--- config.mk ---
export PLATFORM = sky130hd
export DESIGN_NAME = router_fifo
export DESIGN_NICKNAME = d
export VERILOG_FILES = /design/src/rtl/router_fifo.sv
export SDC_FILE = /design/constraint.sdc
export NUM_CORES = 1
export LEC_CHECK = 0
export CAP_MARGIN = 0
export CORE_MARGIN = 2
export CORE_UTILIZATION = 45
export DETAILED_ROUTE_END_ITERATION = 10
export SLEW_MARGIN = 15
export SYNTH_ARGS = -nofsm -noshare
export SYNTH_HDL_FRONTEND = slang
export SYNTH_SLANG_ARGS = --single-unit
--- constraint.sdc ---
create_clock -name clk -period 3.75 [get_ports clk]
set_clock_uncertainty 0.15 [all_clocks]
set_input_delay 0.75 -clock clk [delete_from_list [all_inputs] [get_ports clk]]
set_output_delay 0.75 -clock clk [all_outputs]
set_load 0.02 [all_outputs]
--- src/rtl/router_fifo.sv ---
// Per-destination packet FIFO behind the router Register stage. Each stored
// word carries a header tag so the read side can find packet boundaries.
module router_fifo #(
    parameter int WIDTH = 8,
    parameter int DEPTH = 16,
    parameter int AW    = 4
) (
    input  logic             clk,
    input  logic             rst,
    input  logic             soft_reset,
    input  logic             write_enb,
    input  logic             read_enb,
    input  logic             lfd_state,
    input  logic [WIDTH-1:0] data_in,
    output logic [WIDTH-1:0] data_out,
    output logic             full,
    output logic             empty,
    output logic             pkt_end
);

    localparam logic [AW:0]   OCC_FULL = (AW+1)'(DEPTH);
    localparam logic [AW:0]   OCC_ONE  = (AW+1)'(1);
    localparam logic [AW-1:0] PTR_ONE  = AW'(1);

    logic [WIDTH:0]   mem_q [DEPTH];
    logic [AW-1:0]    wr_ptr_q, wr_ptr_d;
    logic [AW-1:0]    rd_ptr_q, rd_ptr_d;
    logic [AW:0]      occ_q, occ_d;
    logic [5:0]       pkt_cnt_q, pkt_cnt_d;
    logic [WIDTH-1:0] data_out_q, data_out_d;
    logic             pkt_end_q, pkt_end_d;

    logic             wr_acc;
    logic             rd_acc;
    logic [WIDTH:0]   rd_word;

    assign full    = (occ_q == OCC_FULL);
    assign empty   = (occ_q == '0);
    assign wr_acc  = write_enb && !full;
    assign rd_acc  = read_enb && !empty;
    assign rd_word = mem_q[rd_ptr_q];

    always_comb begin
        wr_ptr_d   = wr_ptr_q;
        rd_ptr_d   = rd_ptr_q;
        occ_d      = occ_q;
        pkt_cnt_d  = pkt_cnt_q;
        data_out_d = data_out_q;
        pkt_end_d  = 1'b0;

        if (soft_reset) begin
            wr_ptr_d   = '0;
            rd_ptr_d   = '0;
            occ_d      = '0;
            pkt_cnt_d  = '0;
            data_out_d = '0;
        end else begin
            if (wr_acc) begin
                wr_ptr_d = wr_ptr_q + PTR_ONE;
            end

            if (rd_acc) begin
                rd_ptr_d   = rd_ptr_q + PTR_ONE;
                data_out_d = rd_word[WIDTH-1:0];
                // Header length field counts payload bytes; +1 covers parity.
                if (rd_word[WIDTH]) begin
                    pkt_cnt_d = rd_word[WIDTH-1:WIDTH-6] + 6'd1;
                end else if (pkt_cnt_q != 6'd0) begin
                    pkt_cnt_d = pkt_cnt_q - 6'd1;
                    pkt_end_d = (pkt_cnt_q == 6'd1);
                end
            end else if (pkt_end_q) begin
                data_out_d = '0;
            end

            unique case ({wr_acc, rd_acc})
                2'b10:   occ_d = occ_q + OCC_ONE;
                2'b01:   occ_d = occ_q - OCC_ONE;
                default: occ_d = occ_q;
            endcase
        end
    end

    always_ff @(posedge clk or negedge rst) begin
        if (!rst) begin
            wr_ptr_q   <= '0;
            rd_ptr_q   <= '0;
            occ_q      <= '0;
            pkt_cnt_q  <= '0;
            data_out_q <= '0;
            pkt_end_q  <= 1'b0;
        end else begin
            wr_ptr_q   <= wr_ptr_d;
            rd_ptr_q   <= rd_ptr_d;
            occ_q      <= occ_d;
            pkt_cnt_q  <= pkt_cnt_d;
            data_out_q <= data_out_d;
            pkt_end_q  <= pkt_end_d;
        end
    end

    // Storage is not reset; only the pointers define what is valid.
    always_ff @(posedge clk) begin
        if (wr_acc && !soft_reset) begin
            mem_q[wr_ptr_q] <= {lfd_state, data_in};
        end
    end

    assign data_out = data_out_q;
    assign pkt_end  = pkt_end_q;

endmodule

# After elaboration in Yosys (flattened, before gate mapping)
# Memories as Yosys holds them, arrays and structs flattened.
# Cells that the tools add are included.
# totals
mem_bits_rw	144
romBits	0
regBits	28
latch_bits	0
inputBits	14
wordCells	50
n_memories	1
output_inout_bits	11
# classes
shift	0
mux	19
bitwise	0
n_mul	0
eq_ne	4
n_div	0
n_reduce_logical	14
addsub	6
magnitude_cmp	0
# memory_table
memory	words	width	rd	rd_clocked_by_memory_dff	wr	line	rtl
mem_q	16	9	1	0	1	25	logic [WIDTH:0] mem_q [DEPTH];
# ops
cell	count
2-to-1 mux 6 bit	4
2-to-1 mux 8 bit	3
2-to-1 mux 4 bit	4
case mux 5 bit (2 select lines)	1
nonzero test 3 bit	3
adder 4 x 1 -> 4 bit (second input constant)	2
adder 6 x 1 -> 6 bit (second input constant)	1
equality test 6 x 1 -> 1 bit (second input constant)	1
2-to-1 mux 1 bit	6
nonzero test 6 bit	1
subtractor 6 x 1 -> 6 bit (second input constant)	1
adder 5 x 1 -> 5 bit (second input constant)	1
equality test 5 bit (second input constant)	1
logical NOT 5 bit	1
2-to-1 mux 5 bit	1
subtractor 5 x 1 -> 5 bit (second input constant)	1
nonzero test 2 bit	2
logical AND 1 bit	3
logical NOT 1 bit	3
equality test 2 x 1 -> 1 bit (second input constant)	1
equality test 2 bit (second input constant)	1
AND reduction 2 bit	1

# Longest topological paths before layout
# depth
depth_word	6
depth_mapped	9
depth_no_buf	9

# Least setup slack after synthesis
# Ideal clock, no wire load.
# synth_path
path_kind	register to register
start	reg occ_q[1]
end	reg occ_q[4]
arrival_ps	2374
period_less_slack_ps	2656
stages_incl_launch_ff	10
n_path_buf	0
setup_ps	132
t_required_ps	3468
path_slack_ps	1094
path_cell_list	dfrtp_1 > or4_1 > o21a_1 > nand2b_1 > xnor2_1 > ha_1 > o31a_1 > o32ai_1 > xnor2_1 > nor2_1
# synth_via
elab_chain_len	6
word_cells_on_any_way	13
cone_classes	add/sub: 2; eq/ne: 3; mux: 2; reduce/logical: 6
# synth_lines
item	line	rtl
start: declaration	28	logic [AW:0] occ_q, occ_d;
start signal: assignment	88	occ_q <= '0;
start signal: assignment	95	occ_q <= occ_d;
equality test 5 bit or logical NOT 5 bit (tied branches)	37, 38	
logical NOT 1 bit, on equally long branches	39, 40	
logical AND 1 bit, on equally long branches	39, 40	
equality test 2 x 1 -> 1 bit or equality test 2 bit (tied branches)	76	unique case ({wr_acc, rd_acc})
case mux 5 bit (2 select lines)	76	
2-to-1 mux 5 bit	51	if (soft_reset) begin
# Several ways; a longest one is shown, not always the timed one.
# A chain may end at the register's enable or synchronous reset.

# Worst setup path in the final report
# layout_path
start	reg occ_q[1]
end	out empty
# layout_via
elab_chain_len	1
# layout_lines
item	line	rtl
logical NOT 5 bit	38	assign empty = (occ_q == '0);
end: declaration	17	output logic empty,
# Every way passes these cells.

==> results.sh <==
export IMPL_status="completed"
export IMPL_row_count=46
export IMPL_synth_flop_cell="edfxtp_1"
export IMPL_core_area_um2=15700
export IMPL_power_total_uw=5300
export IMPL_die_w_um=130
export IMPL_ctsResizeCount=0
export IMPL_port_buffers=24
export IMPL_criticalPathCategory="reg -> out"
export IMPL_nets=499
export IMPL_dr_pass1_iters=4
export IMPL_first_global_vias=3918
export IMPL_num_antenna_cells=0
export IMPL_p_leak_uw=0.00284
export IMPL_path_max_fanout=7
export IMPL_p_sw_uw=1490
export IMPL_crit_path_end_kind="output pin"
export IMPL_dpl_hpwl_um=9380
export IMPL_root_buffer="clkbuf_16"
export IMPL_hp_class="reg -> reg"
export IMPL_antenna_found_initial=0
export IMPL_swShare=0.282
export IMPL_drt_initial_drc_count=223
export IMPL_grt_overflow_total=0
export IMPL_setup_violations=0
export IMPL_syn_area_um2=7170
export IMPL_start_kind="flip-flop"
export IMPL_clock_sinks=172
export IMPL_grt_max_degree=22
export IMPL_sequentialPowerShare=0.437
export IMPL_finalHoldViolCount=0
export IMPL_clkLatencyLatePin_ns=0.42
export IMPL_synth_commonest_cells="edfxtp_1, nor2_1, mux4_2"
export IMPL_htreeDepth=4
export IMPL_yosysWarnings=0
export IMPL_start_util=0.456
export IMPL_tns_ns=0
export IMPL_cts_max_path_buffers=2
export IMPL_ys_ff_latch=172
export IMPL_max_cap_violations=0
export IMPL_dieArea_um2=17000
export IMPL_combPwrFrac=0.231
export IMPL_syn_avg_cell_area_um2=17.0
export IMPL_clockPowerShare=0.333
export IMPL_gp_congestion=0.754
export IMPL_peakVddDrop_uv=371
export IMPL_vias=3898
export IMPL_fmax_mhz=324
export IMPL_ys_types=48
export IMPL_cp_required_ns=2.85
export IMPL_syn_nets=446
export IMPL_final_util=0.535
export IMPL_ioPinCount=25
export IMPL_period_share=0.822
export IMPL_fill_cells=1270
export IMPL_fin_crit_ns=3.08
export IMPL_slew_headroom=0.379
export IMPL_yosysMostFrequentCell="edfxtp_1"
export IMPL_dieHeight_um=130
export IMPL_drv_slew=0
export IMPL_postRouteAntennaNets=0
export IMPL_drc=0
export IMPL_cts_setup_buffers=0
export IMPL_area_growth_pct=17.2
export IMPL_cts_tree="yes"
export IMPL_grt_first_pass_wirelength_um=23200
export IMPL_synthCells=421
export IMPL_synth_yosys_seq_area_share=0.701
export IMPL_routedWlPerCell_um=21.0
export IMPL_powerDensity_nw_per_um2=631
export IMPL_final_cells=703
export IMPL_drive_above_1_share=0.197
export IMPL_synth_area_leaders="edfxtp_1, mux4_2, dfrtp_1"
export IMPL_cts_hold_buf=0
export IMPL_rsz0062_at_grt="no"
export IMPL_clkTransAtPathRegs_ns=0.06
export IMPL_p_int_uw=3810
export IMPL_arrival_ns=2.18
export IMPL_wl_um=14800
export IMPL_netlist_area_leader_share=0.603
export IMPL_synth_enable_flop_cells=144
export IMPL_async_flop_share=0.163
export IMPL_placed_cells=671
export IMPL_numCtsBuffers=17
export IMPL_yosysTopAreaCell="edfxtp_1"
export IMPL_tightest_slew_ns=0.929
export IMPL_gr_usage_all_layers=0.192
export IMPL_viasPerCell=5.54
==> final cells by class <==
type,instances,area [um2],share of cell area
Clock buffer,18,429,0.0511
Sequential cell,172,5030,0.598
Timing Repair Buffer,52,450,0.0536
Tap cell,216,270,0.0322
Clock inverter,14,169,0.0201
Inverter,7,26.3,0.00313
Multi-Input combinational cell,224,2030,0.242
==> layer usage <==
metal | global-route usage | up-vias | routed length (um)
met2 | 0.300 | 95 | 7200
met1 | 0.262 | 2020 | 6540
met4 | 0.0677 | 0 | 271
met3 | 0.0500 | 16 | 761
li1 | - | 1767 | -
met5 | 0 | - | 0
==> worst max-delay path, cell delays in order (launching register included) <==
cell and delay [ns]:
dfrtp_1 0.45, or4_1 0.60, nor2_1 0.11, clkdlybuf4s50_1 0.61
==> metrics by stage <==
| step | worst slack [ns] | hold slack [ns] | instance area [um2] |
|---|---|---|---|
| after floorplan | 1.09 | 0.304 | 7170 |
| after global placement | 0.774 | 0.376 | 7800 |
| after detailed placement | 0.772 | 0.393 | 7800 |
| after CTS | 0.638 | 0.407 | 8400 |
| after global routing | 0.579 | 0.437 | 8400 |
| final | 0.666 | 0.404 | 8400 |
==> power groups by stage <==
stage / clock network, uW / registers, uW / logic, uW
6_report: 1760 / 2310 / 1220
5_1_grt: 1870 / 2340 / 1350
4_1_cts: 1800 / 2320 / 1230
3_5_place_dp: 0 / 2360 / 1230
3_3_place_gp: 0 / 2350 / 1210
2_1_floorplan: 0 / 2330 / 893
==> cells in the final DEF (no fill, tap or decap), types with 5 or more instances in the layout <==
cell type / count
nor2_1: 38
nand3_1: 10
mux2i_1: 5
xor2_1: 8
a22oi_1: 10
ha_1: 11
nand2_1: 27
a21oi_1: 14
clkbuf_16: 17
buf_4: 28
edfxtp_1: 144
dfrtp_1: 27
a211oi_1: 5
mux4_2: 33
xnor2_1: 6
clkdlybuf4s50_1: 24
inv_1: 7
==> cell families (layout without fill, tap and decap cells) <==
group | after synthesis | in the layout | share of synthesized area
multiplexers | 42 | 42 | 0.125
AO/OA/AOI/OAI | 52 | 52 | 0.0520
buffers and inverters | 25 | 91 | 0.0161
AND/OR/NAND/NOR | 105 | 105 | 0.0695
adder cells (fa/ha/maj) | 11 | 11 | 0.0192
XOR/XNOR | 14 | 14 | 0.0171
flip-flops | 172 | 172 | 0.701
==> state kept, by name, indices dropped and copies added, names as in the netlist <==
signal     flops
data_out       8
mem_q        144
occ_q          5
pkt_cnt_q      6
pkt_end        1
rd_ptr_q       4
wr_ptr_q       4
==> path summary, 6_finish.rpt <==
check | from | endpoint | slack, ns | cells after the start
max in group asynchronous | rst | data_out[6] | 2.07 | 2
max | occ_q[1] | empty | 0.67 | 3
min reg2reg | data_out[1] | data_out[1] | 0.40 | 2
max reg2reg | rd_ptr_q[1] | pkt_cnt_q[2] | 0.84 | 8
min | data_out[1] | data_out[1] | 0.40 | 2
min in group asynchronous | rst | occ_q[3] | 0.70 | 1
Note: power is estimated with default switching activity, not from simulation.
